<file path="src/rtl/btn_reset_conditioner.sv">
// -----------------------------------------------------------------------------
// btn_reset_conditioner
//   Conditions the board push-buttons and the CPU reset button for the SoC top.
//   Each button channel is synchronised, then debounced by a small two-state
//   FSM that emits a clean level plus one-cycle press/release pulses. A reset
//   stretcher holds sys_resetn low for RESET_HOLD_CYCLES after its cause (the
//   hardware reset button or a bus-side soft-reset request) goes away.
//
// Ports
//   clk          : system clock (100 MHz)
//   btnCpuReset  : asynchronous active-low reset for every flop in this block
//   btn_raw      : raw asynchronous button inputs, active high
//   soft_rst_req : synchronous soft-reset request, active high, any length
//   btn_level    : debounced button level
//   btn_press    : one-cycle pulse on an accepted 0->1 change
//   btn_release  : one-cycle pulse on an accepted 1->0 change
//   sys_resetn   : stretched active-low system reset, driven from a flop
//   rst_busy     : high while the hold counter is running
// -----------------------------------------------------------------------------
module btn_reset_conditioner #(
   parameter int NUM_BTN           = 2,
   parameter int SYNC_STAGES       = 2,
   parameter int DEBOUNCE_CYCLES   = 100000,
   parameter int RESET_HOLD_CYCLES = 16
) (
   input  logic               clk,
   input  logic               btnCpuReset,
   input  logic [NUM_BTN-1:0] btn_raw,
   input  logic               soft_rst_req,
   output logic [NUM_BTN-1:0] btn_level,
   output logic [NUM_BTN-1:0] btn_press,
   output logic [NUM_BTN-1:0] btn_release,
   output logic               sys_resetn,
   output logic               rst_busy
);

   localparam int CW = $clog2(DEBOUNCE_CYCLES + 1);
   localparam int HW = $clog2(RESET_HOLD_CYCLES + 1);
   localparam logic [CW-1:0] CNT_LAST  = CW'(DEBOUNCE_CYCLES - 1);
   localparam logic [HW-1:0] HOLD_INIT = HW'(RESET_HOLD_CYCLES);

   typedef enum logic {DB_STABLE, DB_COUNTING} db_state_e;
   typedef enum logic {RS_HOLD, RS_RUN}        rs_state_e;

   logic [SYNC_STAGES-1:0] sync_q [NUM_BTN];
   logic [NUM_BTN-1:0]     sync_last;

   db_state_e          db_state_q [NUM_BTN];
   db_state_e          db_state_d [NUM_BTN];
   logic [CW-1:0]      cnt_q [NUM_BTN];
   logic [CW-1:0]      cnt_d [NUM_BTN];
   logic [NUM_BTN-1:0] db_toggle;
   logic [NUM_BTN-1:0] level_q, level_d;
   logic [NUM_BTN-1:0] press_q, press_d;
   logic [NUM_BTN-1:0] release_q, release_d;

   rs_state_e     rs_state_q, rs_state_d;
   logic [HW-1:0] hold_q, hold_d;
   logic          resetn_q, resetn_d;
   logic          busy_q, busy_d;

   // ---------------------------------------------------------------- state regs
   always_ff @(posedge clk or negedge btnCpuReset) begin
      if (!btnCpuReset) begin
         for (int unsigned i = 0; i < NUM_BTN; i++) begin
            sync_q[i]     <= '0;
            db_state_q[i] <= DB_STABLE;
            cnt_q[i]      <= '0;
         end
         level_q    <= '0;
         press_q    <= '0;
         release_q  <= '0;
         rs_state_q <= RS_HOLD;
         hold_q     <= HOLD_INIT;
         resetn_q   <= 1'b0;
         busy_q     <= 1'b1;
      end else begin
         for (int unsigned i = 0; i < NUM_BTN; i++) begin
            sync_q[i]     <= {sync_q[i][SYNC_STAGES-2:0], btn_raw[i]};
            db_state_q[i] <= db_state_d[i];
            cnt_q[i]      <= cnt_d[i];
         end
         level_q    <= level_d;
         press_q    <= press_d;
         release_q  <= release_d;
         rs_state_q <= rs_state_d;
         hold_q     <= hold_d;
         resetn_q   <= resetn_d;
         busy_q     <= busy_d;
      end
   end

   // ---------------------------------------------------------------- next state
   always_comb begin
      sync_last = '0;
      db_toggle = '0;
      for (int unsigned i = 0; i < NUM_BTN; i++) begin
         sync_last[i]  = sync_q[i][SYNC_STAGES-1];
         db_state_d[i] = db_state_q[i];
         cnt_d[i]      = cnt_q[i];
         case (db_state_q[i])
            DB_STABLE: begin
               if (sync_last[i] != level_q[i]) begin
                  // A single-cycle debounce accepts the change straight away.
                  if (DEBOUNCE_CYCLES == 1) begin
                     db_toggle[i] = 1'b1;
                  end else begin
                     db_state_d[i] = DB_COUNTING;
                     cnt_d[i]      = CW'(1);
                  end
               end
            end
            DB_COUNTING: begin
               if (sync_last[i] == level_q[i]) begin
                  db_state_d[i] = DB_STABLE;
                  cnt_d[i]      = '0;
               end else if (cnt_q[i] == CNT_LAST) begin
                  db_toggle[i]  = 1'b1;
                  db_state_d[i] = DB_STABLE;
                  cnt_d[i]      = '0;
               end else begin
                  cnt_d[i] = cnt_q[i] + CW'(1);
               end
            end
            default: begin
               db_state_d[i] = DB_STABLE;
               cnt_d[i]      = '0;
            end
         endcase
      end

      // Soft request wins over the countdown and keeps reloading while held.
      rs_state_d = rs_state_q;
      hold_d     = hold_q;
      if (soft_rst_req) begin
         rs_state_d = RS_HOLD;
         hold_d     = HOLD_INIT;
      end else if (rs_state_q == RS_HOLD) begin
         hold_d = hold_q - HW'(1);
         if (hold_q == HW'(1)) begin
            rs_state_d = RS_RUN;
         end
      end
   end

   // ---------------------------------------------------------------- outputs
   always_comb begin
      level_d   = level_q ^ db_toggle;
      press_d   = db_toggle & ~level_q;
      release_d = db_toggle & level_q;
      resetn_d  = (rs_state_d == RS_RUN);
      busy_d    = (rs_state_d == RS_HOLD);

      btn_level   = level_q;
      btn_press   = press_q;
      btn_release = release_q;
      sys_resetn  = resetn_q;
      rst_busy    = busy_q;
   end

endmodule

</file>
<file path="config.mk">
export PLATFORM = sky130hd
export DESIGN_NAME = btn_reset_conditioner
export DESIGN_NICKNAME = d
export VERILOG_FILES = /design/src/rtl/btn_reset_conditioner.sv
export SDC_FILE = /design/constraint.sdc
export NUM_CORES = 1
export LEC_CHECK = 0
export ABC_CLOCK_PERIOD_IN_PS = 2400
export BUFFER_PORTS_ARGS = -buffer_cell sky130_fd_sc_hd__buf_2
export CAP_MARGIN = 40
export CORE_MARGIN = 5
export CORE_UTILIZATION = 50
export DETAILED_ROUTE_END_ITERATION = 7
export PLACE_DENSITY_LB_ADDON = 0.08
export SLEW_MARGIN = 20
export SYNTH_ARGS = -nofsm -noshare
export SYNTH_HDL_FRONTEND = slang
export SYNTH_SLANG_ARGS = --single-unit
</file>
<file path="constraint.sdc">
create_clock -name clk -period 2.4 [get_ports clk]
set_input_delay 0 -clock clk [delete_from_list [all_inputs] [get_ports clk]]
set_output_delay 0 -clock clk [all_outputs]
set_load 0.02 [all_outputs]
</file>
==> impl_metrics.py <==
metrics = {
    "clock_tree": {
        "ctsResizeCount": 0,
        "cts_tree": "built",
        "cts_buffer_depth": 2,
        "cts-root-buf": "clkbuf_8",
        "cts_num_sinks": 53,
        "clkTransAtPathRegs_ns": 0.10,
        "h-tree-depth": 2,
        "clk-insertion-delay-late_ns": 0.31,
        "cts_buffers": 5,
    },
    "power": {
        "powerDensity_nw_per_um2": 602.0,
        "max-vdd-ir-drop_v": 0.0003669,
        "fin_total_pwr_w": 0.001799,
        "leakage_nw": 1.292,
    },
    "detailed_routing": {
        "routed_via_density": 5.723,
        "dr.pass1.iters": 4,
        "wl_um": 5266,
        "wl_per_cell_um": 14.16,
        "num_vias": 2129,
        "drc": 0,
        "drtIter0Drc": 137,
        "drt.antenna.violating_nets": 0,
    },
    "floorplan": {
        "chipHeight_um": 83.88,
        "placementRows": 26,
        "core_area_um2": 5205,
        "die_area_um2": 7035,
        "initial_core_util_pct": 52.43,
        "io_pins": 13,
        "fp.dieW_um": 83.88,
    },
    "critical_path": {
        "timing.rr.start": "cnt_q[0]",
        "worst-path-stages": 7,
        "cp_data_arrival_time_ns": 2.27,
        "critPathTopFamily": "simple AND/OR/NAND/NOR gates",
        "path_buf_inv": 1,
        "rrSetupSlack_ns": 0.33,
        "path_cells": "ha_1 > nand4_1 > nor4_4 > buf_4 > or2_2 > o21ai_0 > a22o_1",
        "cp-startpoint": "cnt_q[0]",
        "crit_required_ns": 2.60,
        "worstSetupEndpointType": "flop",
        "reg2reg_to": "cnt_q[6]",
        "rr_worst_depth": 7,
        "cp_slowest_cell": "dfrtp_1",
        "crit_path_end": "cnt_q[6]",
        "critPathLaunchType": "flop",
        "path_class": "reg2reg",
        "path_max_fanout": 11,
        "slowest_delay_ns": 0.40,
    },
    "grt": {
        "grt_util_all_layers_pct": 16.16,
        "antenna_found_initial": 0,
        "grt_pass1_wl_um": 9432,
        "grt_pass1_vias": 2036,
        "grt_overflow": 0,
        "grt_max_degree": 41,
    },
    "synth": {
        "netlist_area_um2": 2729,
        "synth-xor-area-share_pct": 1.926,
        "synth_nets": 297,
        "netlist_top_cells_area": "dfrtp_1 47%, ha_1 3.7%, nand3_1 3.7%",
        "synth_edf_count": 0,
        "yosysTopAreaCell": "dfrtp_1",
        "synth_compound_area_share_pct": 15.36,
        "synthMuxAreaShare_pct": 0.7336,
        "synth_top_area_share_pct": 46.77,
        "synth_seq_cells": 53,
        "ys_async_sr_fraction_pct": 100.0,
        "ys_seq_area_share_pct": 48.69,
        "synth-adder-area-share_pct": 3.668,
        "avgSynthCellArea_um2": 9.609,
        "netlist-cell-type-count": 51,
        "synthSimpleGateAreaFrac_pct": 25.31,
        "ys.flop_type": "dfrtp_1",
        "yosys_warnings": 0,
        "synth_top_family_by_area": "simple AND/OR/NAND/NOR gates",
        "syn_inst": 284,
    },
    "timing": {
        "hold_violations": 0,
        "fin_skew_ns": 0.009158,
        "slew_violations": 0,
        "period_needed_ns": 2.069,
        "grt_setup_unrepaired": "false",
        "setup_tns_ns": 0,
        "worstMarginPinSlew_ns": 0.6800,
        "post-route-period-util_pct": 86.19,
        "max_freq_ghz": 0.4834,
        "slew_headroom_pct": 54.50,
        "setup_viol": 0,
    },
    "status": {
        "outcome": "finished clean",
    },
    "placement": {
        "place_congestion": 0.9179,
        "portBuffers": 12,
        "hpwl_um": 3721,
    },
    "cells_and_area": {
        "drive_above_1_share_pct": 12.25,
        "synthToLayoutAreaGrowth_pct": 9.537,
        "diodes": 0,
        "final_nets": 314,
    },
    "run": {
        "drv_cap": 0,
    },
    "worst_hold_path": {
        "min_path_type": "in2async",
    },
}
-- metal layers --
| layer | vias up | GRT usage (%) | wire [um] |
|---|---|---|---|
| met5 | - | 0 | 0 |
| li1 | 1071 | - | - |
| met2 | 34 | 25.02 | 2319 |
| met1 | 1014 | 22.29 | 2673 |
| met3 | 10 | 3.060 | 171 |
| met4 | 0 | 6.433 | 102 |
-- final cells by class --
cell class,count,area [um^2]
Fill cell,460,2216
Sequential cell,53,1329
Multi-Input combinational cell,205,1282
Timing Repair Buffer,21,137.6
Tap cell,70,87.58
Clock buffer,6,82.58
Inverter,15,56.30
Clock inverter,2,13.76
-- cells in the mapped netlist, types with 4 or more instances --
library cell	count
or2_2	4
clkbuf_1	5
or3_1	9
nand4_1	7
a21oi_1	18
and3_1	6
nor2_1	23
nand3_1	20
inv_1	15
o21ai_0	13
o21ai_1	4
dfrtp_1	51
buf_2	4
nor3_1	7
a31oi_1	10
ha_1	8
nor4_1	6
nand2_1	20
-- what timing repair did --
item / in CTS / in global routing
endpoints found under the hold margin: 21 / 0
buffers inserted: 0 / 0
hold buffers: 4 / 0
-- worst register-to-register path, stage by stage, from the launching register on --
cell and delay [ns]:
dfrtp_1 0.40, ha_1 0.22, nand4_1 0.30, nor4_4 0.35
buf_4 0.22, or2_2 0.16, o21ai_0 0.08, a22o_1 0.23
-- layout by cell type, fill, tap and decap left out, types with 7 or more instances in the layout --
cell type,Yosys,routed
buf_2,4,12
a21oi_1,18,18
nand3_1,20,20
inv_1,15,15
nand2_1,20,20
dfrtp_1,51,51
nor3_1,7,7
o21ai_0,13,13
a31oi_1,10,10
ha_1,8,8
nor2_1,23,23
or3_1,9,9
nand4_1,7,7
-- kinds of logic (layout without fill, tap and decap cells) --
family,after synthesis,count (layout)
adders and majority gates,8,8
DFF,53,53
buffers and inverters,26,44
xor gates and xnor gates,6,6
muxes,2,2
AOI/OAI and AO/OA,67,67
and+or+nand+nor,122,122
-- worst min-delay path by stage --
stage               slack, ns           end  cells past startpoint        start
floorplan               -0.30  btn_level[0]                      0  btnCpuReset
global placement        -0.09    sys_resetn                      1  btnCpuReset
detailed placement      -0.09    sys_resetn                      1  btnCpuReset
CTS                      0.11    sys_resetn                      2  btnCpuReset
global route             0.13    sys_resetn                      2  btnCpuReset
finish                    0.1     cnt_q[32]                      2  btnCpuReset
-- registers in the layout, summed over array words and instances, names as in the netlist --
register / count
cnt_q: 34
hold_q: 5
btn_level: 2
btn_press: 2
btn_release: 2
db_state_q: 2
sync_last: 2
sync_q: 2
rst_busy: 1
sys_resetn: 1
-- power breakdown --
part | internal [W] | switching, W
Sequential | 0.000966 | 0.0000749
Combinational | 0.000110 | 0.000124
Clock | 0.000234 | 0.000291
-- stage by stage --
step / setup slack, ns / cells / hold WS [ns] / cell area, um^2 / utilization (%)
floorplan: 0.4532 / 284 / -0.2956 / 2729 / -
global placement: 0.3781 / 360 / -0.08726 / 2853 / 54.81
detailed placement: 0.3463 / 360 / -0.08752 / 2853 / 54.81
CTS: 0.3307 / 372 / 0.1095 / 2989 / 57.43
global route: 0.1634 / 372 / 0.1259 / 2989 / 57.43
finish: 0.3314 / 372 / 0.09643 / 2989 / 57.43
No activity file was read; power rests on OpenSTA's default activity.
